**src/rtl/vdp_host_sequencer.sv**
```systemverilog
// Command-driven initiator for the TMS9918A/F18A CPU port (mode/csw_n/csr_n/cd).
// Optional VRAM pointer shadow: define VDP_SEQ_ADDR_TRACK_EN.
module vdp_host_sequencer #(
    parameter int SETUP_CYCLES    = 1,
    parameter int STROBE_CYCLES   = 4,
    parameter int RECOVERY_CYCLES = 8
) (
    input  logic        clk_logic_i,
    input  logic        reset_i,
    input  logic        cmd_valid_i,
    output logic        cmd_ready_o,
    input  logic [2:0]  cmd_op_i,
    input  logic [13:0] cmd_addr_i,
    input  logic [7:0]  cmd_data_i,
    output logic        rsp_valid_o,
    output logic [7:0]  rsp_data_o,
    output logic        cmd_err_o,
    output logic        busy_o,
    output logic        vdp_mode_o,
    output logic        vdp_csw_n_o,
    output logic        vdp_csr_n_o,
    output logic [7:0]  vdp_cd_o,
    input  logic [7:0]  vdp_cd_i,
    output logic [13:0] vram_addr_o
);

    localparam int MAX_A = (SETUP_CYCLES > STROBE_CYCLES) ? SETUP_CYCLES : STROBE_CYCLES;
    localparam int MAX_P = (MAX_A > RECOVERY_CYCLES) ? MAX_A : RECOVERY_CYCLES;
    localparam int CW    = $clog2(MAX_P + 1);

    localparam logic [CW-1:0] SETUP_LD   = CW'(SETUP_CYCLES - 1);
    localparam logic [CW-1:0] STROBE_LD  = CW'(STROBE_CYCLES - 1);
    localparam logic [CW-1:0] RECOVER_LD = CW'(RECOVERY_CYCLES - 1);

    localparam logic [2:0] OP_REG   = 3'd0;
    localparam logic [2:0] OP_WADDR = 3'd1;
    localparam logic [2:0] OP_RADDR = 3'd2;
    localparam logic [2:0] OP_VWR   = 3'd3;
    localparam logic [2:0] OP_VRD   = 3'd4;
    localparam logic [2:0] OP_STAT  = 3'd5;

    typedef enum logic [1:0] {
        IDLE,
        SETUP,
        STROBE,
        RECOVER
    } state_t;

    state_t        state;
    state_t        state_n;
    logic [CW-1:0] cnt;
    logic [CW-1:0] cnt_n;
    logic          second_q;
    logic          second_n;
    logic          last;

    logic [2:0]    op_q;
    logic [13:0]   addr_q;
    logic [7:0]    data_q;

    logic          accept;
    logic          op_ok;
    logic          two_byte;

    logic [2:0]    sel_op;
    logic [13:0]   sel_addr;
    logic [7:0]    sel_data;

    logic          mode_q;
    logic          mode_d;
    logic [7:0]    cd_q;
    logic [7:0]    cd_d;
    logic          csw_q;
    logic          csw_d;
    logic          csr_q;
    logic          csr_d;
    logic          rsp_valid_q;
    logic          rsp_valid_d;
    logic [7:0]    rsp_data_q;
    logic          err_q;
    logic          err_d;

    function automatic logic is_read(input logic [2:0] op);
        return (op == OP_VRD) || (op == OP_STAT);
    endfunction

    function automatic logic mode_of(input logic [2:0] op);
        return !((op == OP_VWR) || (op == OP_VRD));
    endfunction

    function automatic logic [7:0] byte_of(
        input logic [2:0]  op,
        input logic [13:0] addr,
        input logic [7:0]  data,
        input logic        hi
    );
        logic [7:0] b;
        b = 8'h00;
        case (op)
            OP_REG:   b = hi ? {2'b10, addr[5:0]} : data;
            OP_WADDR: b = hi ? {2'b01, addr[13:8]} : addr[7:0];
            OP_RADDR: b = hi ? {2'b00, addr[13:8]} : addr[7:0];
            OP_VWR:   b = data;
            default:  b = 8'h00;
        endcase
        return b;
    endfunction

    assign cmd_ready_o = (state == IDLE);
    assign busy_o      = ~cmd_ready_o;
    assign accept      = cmd_valid_i & cmd_ready_o;
    assign op_ok       = (cmd_op_i <= OP_STAT);
    assign two_byte    = (op_q == OP_REG) || (op_q == OP_WADDR) || (op_q == OP_RADDR);
    assign last        = (cnt == '0);

    // While idle the bus values come straight from the command being accepted.
    assign sel_op   = (state == IDLE) ? cmd_op_i   : op_q;
    assign sel_addr = (state == IDLE) ? cmd_addr_i : addr_q;
    assign sel_data = (state == IDLE) ? cmd_data_i : data_q;

    always_ff @(posedge clk_logic_i) begin
        if (reset_i) begin
            state    <= IDLE;
            cnt      <= '0;
            second_q <= 1'b0;
        end else begin
            state    <= state_n;
            cnt      <= cnt_n;
            second_q <= second_n;
        end
    end

    always_comb begin
        state_n  = state;
        second_n = second_q;
        cnt_n    = last ? cnt : cnt - 1'b1;
        case (state)
            IDLE: begin
                if (accept && op_ok) begin
                    state_n  = SETUP;
                    cnt_n    = SETUP_LD;
                    second_n = 1'b0;
                end
            end
            SETUP: begin
                if (last) begin
                    state_n = STROBE;
                    cnt_n   = STROBE_LD;
                end
            end
            STROBE: begin
                if (last) begin
                    state_n = RECOVER;
                    cnt_n   = RECOVER_LD;
                end
            end
            RECOVER: begin
                if (last) begin
                    if (two_byte && !second_q) begin
                        state_n  = SETUP;
                        cnt_n    = SETUP_LD;
                        second_n = 1'b1;
                    end else begin
                        state_n = IDLE;
                    end
                end
            end
            default: state_n = IDLE;
        endcase
    end

    // Next values of the registered bus pins, so strobes never glitch.
    always_comb begin
        mode_d = 1'b0;
        cd_d   = 8'h00;
        csw_d  = 1'b1;
        csr_d  = 1'b1;
        if (state_n == SETUP || state_n == STROBE) begin
            mode_d = mode_of(sel_op);
            cd_d   = byte_of(sel_op, sel_addr, sel_data, second_n);
        end
        if (state_n == STROBE) begin
            if (is_read(sel_op)) begin
                csr_d = 1'b0;
            end else begin
                csw_d = 1'b0;
            end
        end
        rsp_valid_d = (state == STROBE) && last && is_read(op_q);
        err_d       = accept && !op_ok;
    end

    always_ff @(posedge clk_logic_i) begin
        if (reset_i) begin
            op_q        <= '0;
            addr_q      <= '0;
            data_q      <= '0;
            mode_q      <= 1'b0;
            cd_q        <= 8'h00;
            csw_q       <= 1'b1;
            csr_q       <= 1'b1;
            rsp_valid_q <= 1'b0;
            rsp_data_q  <= 8'h00;
            err_q       <= 1'b0;
        end else begin
            if (accept && op_ok) begin
                op_q   <= cmd_op_i;
                addr_q <= cmd_addr_i;
                data_q <= cmd_data_i;
            end
            mode_q      <= mode_d;
            cd_q        <= cd_d;
            csw_q       <= csw_d;
            csr_q       <= csr_d;
            rsp_valid_q <= rsp_valid_d;
            err_q       <= err_d;
            if (rsp_valid_d) begin
                rsp_data_q <= vdp_cd_i;
            end
        end
    end

    assign vdp_mode_o  = mode_q;
    assign vdp_cd_o    = cd_q;
    assign vdp_csw_n_o = csw_q;
    assign vdp_csr_n_o = csr_q;
    assign rsp_valid_o = rsp_valid_q;
    assign rsp_data_o  = rsp_data_q;
    assign cmd_err_o   = err_q;

`ifdef VDP_SEQ_ADDR_TRACK_EN
    logic [13:0] vram_q;

    // Mirrors the VDP's auto-incrementing pointer.
    always_ff @(posedge clk_logic_i) begin
        if (reset_i) begin
            vram_q <= '0;
        end else if (state == STROBE && last &&
                     (op_q == OP_VWR || op_q == OP_VRD)) begin
            vram_q <= vram_q + 14'd1;
        end else if (state == RECOVER && last && second_q &&
                     (op_q == OP_WADDR || op_q == OP_RADDR)) begin
            vram_q <= addr_q;
        end
    end

    assign vram_addr_o = vram_q;
`else
    assign vram_addr_o = '0;
`endif

endmodule

```
**config.mk**
```make
export PLATFORM = sky130hd
export DESIGN_NAME = vdp_host_sequencer
export DESIGN_NICKNAME = d
export VERILOG_FILES = /design/src/rtl/vdp_host_sequencer.sv
export SDC_FILE = /design/constraint.sdc
export NUM_CORES = 1
export LEC_CHECK = 0
export ABC_AREA = 1
export CORE_UTILIZATION = 40
export DETAILED_ROUTE_END_ITERATION = 8
export MAX_ROUTING_LAYER = met4
export PLACE_DENSITY_LB_ADDON = 0.3
export SLEW_MARGIN = 20
export SYNTH_ARGS = -nofsm -noshare
export SYNTH_HDL_FRONTEND = slang
export SYNTH_SLANG_ARGS = --single-unit
```
**constraint.sdc**
```tcl
create_clock -name clk_logic_i -period 7.7 [get_ports clk_logic_i]
set_clock_uncertainty 0.2 [all_clocks]
set_input_delay 1.54 -clock clk_logic_i [delete_from_list [all_inputs] [get_ports clk_logic_i]]
set_output_delay 1.54 -clock clk_logic_i [all_outputs]
set_load 0.01 [all_outputs]
```
==> impl_metrics.py <==
metrics = {
    "sta": {
        "timing.slew.headroom": 0.410,
        "maxClockFrequency_ghz": 0.233,
        "period_needed_ns": 4.29,
        "final_setup_violation_count": 0,
        "slew_violations": 0,
        "finalCritPeriodShare": 0.558,
        "hold_viol_final": 0,
        "worst_slew_pin_slew_ns": 0.885,
        "grt_setup_unrepaired": "no",
        "setup_tns_ns": 0,
    },
    "clock_network": {
        "insertion_delay_ns": 0.30,
        "numCtsBuffers": 5,
        "number_of_gates_resized_after_cts": 0,
        "h-tree-depth": 2,
        "post-cts-setup-buffer-count": 0,
        "tritoncts_num_sinks": 53,
        "maximum_clock_path_buffer_count": 2,
        "cts_hold_buf": 0,
        "tritoncts": "done",
        "ctsRootBufferMaster": "sky130_fd_sc_hd__clkbuf_8",
        "worst_setup_hold_path_clk_slew_ns": 0.09,
    },
    "placement": {
        "routabilityCongestion": 0.899,
        "total_half_perimeter_wirelength_after_legalization_and_detailed_placement_microns": 4740,
        "io_buffers": 58,
        "instance_count_after_placement_with_tap_cells_included": 510,
    },
    "layout": {
        "nFillCells": 626,
        "fin_nets": 484,
        "diodes": 0,
        "cell_count_final_fillers_out": 518,
        "drive_above_1_share": 0.0522,
        "area_growth_pct": 24.2,
    },
    "route": {
        "drt-vias-per-instance": 4.98,
        "drc_violation_count_after_routing": 0,
        "detailedRoute.firstIterationViolations": 133,
        "detail_route.wl_per_cell_microns": 12.5,
        "detailroute.via_count": 2582,
        "drt_pass1_iterations": 4,
        "postRouteAntennaNets": 0,
        "drt_wl_total_microns": 6480,
    },
    "floorplan": {
        "top_level_ports": 73,
        "core-area_sq_mm": 0.00653,
        "start_util": 0.425,
        "fp.dieH_microns": 85.3,
        "area_of_the_die_sq_mm": 0.00727,
        "fp-row-count": 29,
        "die_x_microns": 85.3,
    },
    "critical_path": {
        "critical_path.slowest_cell": "sky130_fd_sc_hd__clkdlybuf4s50_1",
        "worstSetupEndpointType": "register",
        "critPathKind": "primary input to register",
        "crit_chain": "clkdlybuf4s50_1 -> nand2_1 -> nand2_4 -> inv_1 -> nor2_1 -> inv_1 -> o22ai_1 -> ha_1 -> nor2_1 -> nand3_1 -> a21oi_1",
        "cp.required_ns": 7.73,
        "worst_path_largest_cell_delay_ns": 0.51,
        "worst_ep_arrival_time_ns": 4.33,
        "worstSetupStartpointType": "primary input",
        "cp_max_fo": 26,
    },
    "job": {
        "cap_viol_max_count": 0,
    },
    "synth": {
        "distinct_cell_type_count_after_synthesis": 33,
        "synth_top_flop_cell": "sky130_fd_sc_hd__dfxtp_1",
        "post_synth_inst_count": 389,
        "synth-edff-count": 0,
        "synth.top_cells.by_area": "sky130_fd_sc_hd__dfxtp_1, sky130_fd_sc_hd__o21ai_0, sky130_fd_sc_hd__inv_1",
        "yosys.cell_count.top_type": "sky130_fd_sc_hd__dfxtp_1",
        "synth.top_cells.by_count": "sky130_fd_sc_hd__dfxtp_1, sky130_fd_sc_hd__o21ai_0, sky130_fd_sc_hd__inv_1",
        "synth-seq-area-share": 0.383,
        "number_of_synthesized_register_bits": 53,
        "syn-mean-instance-area_sq_um": 7.13,
        "cell_area_after_technology_mapping_sq_mm": 0.00277,
        "async_reset_ff_frac": 0,
        "yosys.area.top_type_share": 0.383,
        "yosys.area.top_type": "sky130_fd_sc_hd__dfxtp_1",
        "synth.yosys.warnings": 0,
    },
    "grt": {
        "groute.layer.met1.usage": 0.246,
        "grt_pass1_vias": 2469,
        "global_route.peak_usage_layer": "met2",
        "grtUsageMet2": 0.320,
        "antenna_found_initial": 0,
        "global_route.overflow_total": 0,
        "gr-usage-met3": 0.0360,
        "largest_net_degree_at_the_start_of_global_routing": 35,
        "grt_pass1_wl_microns": 11200,
        "groute.usage.overall": 0.195,
    },
    "run_status": {
        "run_status": "finished, final reports clean",
    },
    "pwr": {
        "p_per_area_mw_per_mm2": 234,
        "power.ir.vdd_worst_v": 0.000100,
        "static-leakage-power_nw": 1.55,
    },
    "hold_path": {
        "timing.hold.worst.class": "register to register",
    },
}
[layer usage]
| layer | routed length (microns) | vias to the layer above |
|---|---|---|
| met5 | 0 | - |
| met4 | 57 | 0 |
| met3 | 342 | 4 |
| met2 | 3060 | 87 |
| met1 | 3010 | 1160 |
| li1 | - | 1331 |
[layout make-up]
| cell class | count | area, sq um | share of cell area |
|---|---|---|---|
| multi-input cells | 269 | 1390 | 0.403 |
| flip-flops and latches | 53 | 1060 | 0.308 |
| repair buffers | 59 | 588 | 0.171 |
| inverters | 52 | 195 | 0.0567 |
| well taps | 77 | 96.3 | 0.0280 |
| clock buffers | 7 | 86.3 | 0.0251 |
| clock inverters | 1 | 30.0 | 0.00872 |
[where the power goes]
part,total [mW],internal [mW],switching [mW],leakage (nW)
clock,0.195,0.106,0.0889,0.0585
sequential,0.321,0.305,0.0161,0.434
combinational,0.289,0.110,0.179,1.06
total,0.805,0.521,0.284,1.55
[state kept, by name (all words and copies together), names as in the netlist]
register / flops
op_q: 3
addr_q: 14
rsp_valid_o: 1
cmd_err_o: 1
second_q: 1
state: 2
vdp_cd_o: 8
rsp_data_o: 8
cnt: 4
vdp_csw_n_o: 1
data_q: 8
vdp_mode_o: 1
vdp_csr_n_o: 1
[path summary, 6_finish.rpt]
| path | from | end | slack (ns) | depth (start not counted) |
|---|---|---|---|---|
| setup / recovery | cmd_op_i[1] | vdp_cd_o[6]$_SDFF_PP0_ | 3.41 | 11 |
| hold / removal | data_q[6]$_SDFFE_PP0P_ | data_q[6]$_SDFFE_PP0P_ | 0.25 | 2 |
| setup reg to reg | state[1]$_SDFF_PP0_ | vdp_cd_o[6]$_SDFF_PP0_ | 3.92 | 13 |
| hold reg to reg | data_q[6]$_SDFFE_PP0P_ | data_q[6]$_SDFFE_PP0P_ | 0.25 | 2 |
[through the flow]
step            util  setup WS, ns  hold WS [ns]  area [sq um]  total power, mW
3_3_place_gp   0.509          3.20         0.235          3330            0.611
3_5_place_dp   0.509          3.08         0.243          3330            0.614
5_1_grt        0.527          3.02         0.268          3440            0.865
4_1_cts        0.527          3.38         0.257          3440            0.811
6_report       0.527          3.41         0.253          3440            0.805
2_1_floorplan      -          4.47         0.224          2820            0.536
[cells by family (layout without fill, tap and decap cells)]
family                   after synthesis  after routing  share of synthesized area
AO/OA/AOI/OAI                         97             97                      0.181
XOR/XNOR                               1              1                    0.00316
adder cells (fa/ha/maj)                8              8                     0.0361
buffers and inverters                 80            119                      0.135
flip-flops                            53             53                      0.383
multiplexers                           5              5                     0.0181
other                                  1             14                    0.00135
AND/OR/NAND/NOR                      144            144                      0.242
[cells in the final DEF, fill, tap and decap left out, types with 2 or more instances in the layout]
master / count
sky130_fd_sc_hd__a21oi_1: 36
sky130_fd_sc_hd__clkbuf_8: 6
sky130_fd_sc_hd__clkdlybuf4s50_1: 58
sky130_fd_sc_hd__conb_1: 14
sky130_fd_sc_hd__dfxtp_1: 53
sky130_fd_sc_hd__ha_1: 8
sky130_fd_sc_hd__inv_1: 50
sky130_fd_sc_hd__inv_2: 2
sky130_fd_sc_hd__mux2i_1: 5
sky130_fd_sc_hd__nand2_1: 49
sky130_fd_sc_hd__nand2_2: 4
sky130_fd_sc_hd__nand2_4: 4
sky130_fd_sc_hd__nand3_1: 32
sky130_fd_sc_hd__nand3b_1: 3
sky130_fd_sc_hd__nor2_1: 44
sky130_fd_sc_hd__o211ai_1: 2
sky130_fd_sc_hd__o21ai_0: 51
sky130_fd_sc_hd__o21ai_1: 4
[critical path: cells and delay by family]
family / cells / cell delay [ns]
fa+ha+maj: 1 / 0.26
buf+inv: 3 / 0.95
simple gates: 5 / 1.26
compound gates: 2 / 0.32
Power figures use the tool's default switching activity.
